## src/rtl/tcb_full_pkg.sv

```systemverilog
// tcb_full_pkg: shared TCB-Full configuration and response types
package tcb_full_pkg;
  typedef struct packed {
    int unsigned dly;
    logic        hld;
  } tcb_hsk_t;
  typedef struct packed {
    int unsigned adr;
    int unsigned dat;
  } tcb_bus_t;
  typedef struct packed {
    int unsigned aln;
    logic        mis;
  } tcb_pma_t;
  typedef struct packed {
    tcb_hsk_t hsk;
    tcb_bus_t bus;
    tcb_pma_t pma;
  } tcb_cfg_t;
  typedef struct packed {
    logic err;
  } tcb_rsp_sts_t;
  localparam tcb_bus_t TCB_BUS_DEF = '{adr: 32, dat: 32};
  localparam tcb_pma_t TCB_PMA_DEF = '{aln: 2, mis: 1'b0};
endpackage

```

## src/rtl/tcb_full_lib_trn_tracker.sv

```systemverilog
// tcb_full_lib_trn_tracker: fixed-latency delay line tagging transfers with side data
module tcb_full_lib_trn_tracker #(
  parameter int unsigned DLY = 1,
  parameter int unsigned W   = 1
) (
  input  logic         clk,
  input  logic         rst,
  input  logic         trn,
  input  logic [W-1:0] dat,
  output logic         ena,
  output logic [W-1:0] dat_o
);
  if (DLY == 0) begin : g_comb
    assign ena   = trn;
    assign dat_o = dat;
  end else begin : g_dly
    logic [DLY-1:0] ena_q, ena_d;
    logic [W-1:0]   dat_q [DLY];
    logic [W-1:0]   dat_d [DLY];
    // shift every cycle without stall; stage 0 is the live transfer
    always_comb begin
      ena_d[0] = trn;
      dat_d[0] = dat;
      for (int i = 1; i < DLY; i++) begin
        ena_d[i] = ena_q[i-1];
        dat_d[i] = dat_q[i-1];
      end
    end
    // reset discards any in-flight transfers
    always_ff @(posedge clk or negedge rst) begin
      if (!rst) begin
        ena_q <= '0;
        for (int i = 0; i < DLY; i++) dat_q[i] <= '0;
      end else begin
        ena_q <= ena_d;
        dat_q <= dat_d;
      end
    end
    assign ena   = ena_q[DLY-1];
    assign dat_o = dat_q[DLY-1];
  end
endmodule

```

## src/rtl/tcb_full_lib_register_response.sv

```systemverilog
// tcb_full_lib_register_response: registers the response path, request passes through
module tcb_full_lib_register_response
  import tcb_full_pkg::*;
#(
  parameter tcb_cfg_t CFG_MAN = '{hsk: '{dly: 0, hld: 1'b1}, bus: TCB_BUS_DEF, pma: TCB_PMA_DEF},
  parameter tcb_cfg_t CFG_SUB = '{hsk: '{dly: 1, hld: 1'b1}, bus: TCB_BUS_DEF, pma: TCB_PMA_DEF}
) (
  input  logic                               clk,
  input  logic                               rst,
  input  logic                               sub_vld,
  input  logic                               sub_wen,
  input  logic [CFG_SUB.bus.adr-1:0]         sub_adr,
  input  logic [CFG_SUB.bus.dat/8-1:0]       sub_byt,
  input  logic [CFG_SUB.bus.dat-1:0]         sub_wdt,
  output logic [CFG_SUB.bus.dat-1:0]         sub_rdt,
  output logic [$bits(tcb_rsp_sts_t)-1:0]    sub_sts,
  output logic                               sub_rdy,
  output logic                               man_vld,
  output logic                               man_wen,
  output logic [CFG_MAN.bus.adr-1:0]         man_adr,
  output logic [CFG_MAN.bus.dat/8-1:0]       man_byt,
  output logic [CFG_MAN.bus.dat-1:0]         man_wdt,
  input  logic [CFG_MAN.bus.dat-1:0]         man_rdt,
  input  logic [$bits(tcb_rsp_sts_t)-1:0]    man_sts,
  input  logic                               man_rdy
);
  localparam int unsigned DW = CFG_SUB.bus.dat;
  localparam int unsigned SW = $bits(tcb_rsp_sts_t);
  if (CFG_SUB.hsk.dly != CFG_MAN.hsk.dly + 1) begin : g_dly_chk
    $fatal(1, "sub handshake delay must be man delay plus one");
  end
  if (CFG_SUB.bus != CFG_MAN.bus || CFG_SUB.pma != CFG_MAN.pma) begin : g_bus_chk
    $fatal(1, "bus and pma configuration must match on both ports");
  end
  assign man_vld = sub_vld;
  assign man_wen = sub_wen;
  assign man_adr = sub_adr;
  assign man_byt = sub_byt;
  assign man_wdt = sub_wdt;
  assign sub_rdy = man_rdy;
  logic cap, cap_wen;
  tcb_full_lib_trn_tracker #(.DLY(CFG_MAN.hsk.dly), .W(1)) u_trk (
    .clk  (clk),
    .rst  (rst),
    .trn  (man_vld & man_rdy),
    .dat  (man_wen),
    .ena  (cap),
    .dat_o(cap_wen)
  );
  logic [DW-1:0] rdt_q, rdt_d;
  logic [SW-1:0] sts_q, sts_d;
  // load on capture only, so man_rsp is ignored at every other cycle; writes keep old rdt
  always_comb begin
    sts_d = cap ? man_sts : sts_q;
    rdt_d = (cap && !cap_wen) ? man_rdt : rdt_q;
  end
  // response register
  always_ff @(posedge clk or negedge rst) begin
    if (!rst) begin
      rdt_q <= '0;
      sts_q <= '0;
    end else begin
      rdt_q <= rdt_d;
      sts_q <= sts_d;
    end
  end
  assign sub_rdt = rdt_q;
  assign sub_sts = sts_q;
endmodule

```

## config.mk

```make
export PLATFORM = sky130hd
export DESIGN_NAME = tcb_full_lib_register_response
export DESIGN_NICKNAME = d
export VERILOG_FILES = /design/src/rtl/tcb_full_pkg.sv /design/src/rtl/tcb_full_lib_trn_tracker.sv /design/src/rtl/tcb_full_lib_register_response.sv
export SDC_FILE = /design/constraint.sdc
export NUM_CORES = 1
export LEC_CHECK = 0
export ABC_AREA = 0
export CORE_MARGIN = 2
export CORE_UTILIZATION = 28
export CTS_CLUSTER_SIZE = 40
export DETAILED_ROUTE_END_ITERATION = 10
export PLACE_DENSITY = 0.81
export SLEW_MARGIN = 15
export SYNTH_ARGS = -nofsm -noshare
export SYNTH_HDL_FRONTEND = slang
export SYNTH_SLANG_ARGS = --single-unit
```

## constraint.sdc

```tcl
create_clock -name clk -period 1.11 [get_ports clk]
set_clock_uncertainty 0.1 [all_clocks]
set_input_delay 0.222 -clock clk [delete_from_list [all_inputs] [get_ports clk]]
set_output_delay 0.222 -clock clk [all_outputs]
set_load 0.02 [all_outputs]
```

==> flow_summary.ini <==
[clock_tree]
cts_made_buffers = 5
cts_max_level = 2
clk_pin_slew_ns = 0.07
clock_sinks = 33
root_buffer = clkbuf_8
tritoncts = done
insertion_delay_ns = 0.28
clockBufferDepth = 2

[synth]
syn_nets = 248
yosys-top-cells-area = dfrtp_1 43%, buf_4 28%, mux2_4 24%
ys_ff_latch = 33
synth_warnings = 0
synth_top_area_cell = dfrtp_1
netlist_area_um2 = 1900
ys_types = 7
synth-seq-area-share_pct = 43.4
syn_avg_cell_area_um2 = 13.4
synth_top_area_share_pct = 43.4
synthesis.instances = 142

[setup_path]
cp_top_family = flip-flops
path_buf_inv = 1
critPathCaptureType = output pin
critPathSlowestCell = dfrtp_1
reg2reg_depth = 3
cpPeakStageDelay_ns = 0.41
path_depth = 1
start_kind = flop
critPathRequiredTime_ns = 0.79
crit_chain = buf_6
path_max_fanout = 2
criticalPathCategory = flop to output pin
arrival_ns = 0.83

[detailed_routing]
drtPass1Iterations = 4
routed_wl_um = 3900
vias = 1101
wl_per_cell_um = 14.9
ant_nets = 0
vias_per_cell = 4.20
drc = 0
drt_iter0_markers = 32

[placement]
io_buffers = 73
dp_hpwl_um = 2750
place_ws_ns = -0.616
place_area_um2 = 2280
gp_congestion = 0.604

[timing]
setup_ws_ns = -0.0418
whs_ns = 0.213
finalHoldViolations = 0
worst_slew_pin_slew_ns = 0.185
min_period_ns = 1.15
setup_violations = 33
tns_ns = -0.789
maxSlewViolCount = 0
clock.fmax_mhz = 868
fin_crit_sh_pct = 104
relSlewSlack_pct = 87.7
rsz0062_at_grt = true

[global_route]
grt_max_degree = 34
overflow = 0
track_usage_pct = 10.4
grt_pass1_wl_um = 5780
antenna_found_initial = 0
grt_pass1_vias = 1104

[die]
die_area_um2 = 7460
core_area_um2 = 6680
die_y_um = 86.4
boundaryPins = 210
rows = 30
initial_core_util_pct = 28.4
die_width_um = 86.4

[cells_and_area]
mostFrequentLayoutCells = 42 x buf_6, 33 x clkdlybuf4s50_1, 33 x dfrtp_1
nets = 287
fin_util_pct = 39.2
areaGrowthSynthToFinish_pct = 37.7
antenna_cells = 0
drive_above_1_share_pct = 62.1
layout_commonest_cell = buf_6
final_cell_area_um2 = 2620

[pwr]
power.density_nw_per_um2 = 1580
leakage_nw = 1.31
ir_drop_uv = 627

[status]
status = finished with violations
violations = negative setup slack

[min_path]
min_path_cells = 3
min_path_type = input pin to flop

[job]
drv_cap = 0
## cell type report
cell class	count	area, um^2
clock inverters	2	10.0
repair buffers	106	1100
flip-flops and latches	33	826
fillers	665	4060
multi-input cells	35	512
clock buffers	6	72.6
well taps	80	100
## kinds of logic after synthesis
group / share of synthesized area, %
flops: 43.4
simple gates: 1.25
mux: 25.5
buf+inv: 29.8
## through the flow
| stage | total power [mW] | cells |
|---|---|---|
| 2_1_floorplan | 2.58 | 142 |
| 6_report | 4.14 | 262 |
| 3_5_place_dp | 3.00 | 232 |
| 3_3_place_gp | 2.98 | 232 |
| 4_1_cts | 4.13 | 258 |
| 5_1_grt | 4.37 | 262 |
## sequential cells by signal, indices dropped and copies added (netlist names)
register / count
sub_sts: 1
sub_rdt: 32
## repair_timing
item | CTS | global route
hold endpoints to repair | 33 | 0
endpoints found under the setup margin | 68 | 42
hold buffers | 1 | 0
setup buffers | 16 | 7
cloned | 1 | 0
pin swaps | 1 | 1
resized for setup | 222 | 10
## layer usage
layer  part of all wire (%)  GRT usage, %
met1                     36          11.9
met3                    8.7          4.10
met4                    4.0          6.82
met5                      0             0
met2                     51          16.2
## final timing paths
check                       startpoint          end  slack [ns]
min reg2reg                sub_rdt[17]  sub_rdt[17]        0.44
min                            man_rdy      sub_sts        0.21
min in group asynchronous          rst  sub_rdt[23]        0.33
max                        sub_rdt[27]  sub_rdt[27]       -0.04
max in group asynchronous          rst   sub_rdt[8]        0.40
max reg2reg                sub_rdt[19]  sub_rdt[19]           0
## synthesized netlist by cell type
master,n
nand3b_4,1
mux2_4,30
mux2_2,3
nand2_1,1
dfrtp_1,33
buf_6,3
buf_4,71
## power breakdown
group	internal (mW)	switching (mW)
logic	1.08	0.590
registers	1.43	0.178
clock network	0.434	0.426
No activity file was read; power rests on OpenSTA's default activity.
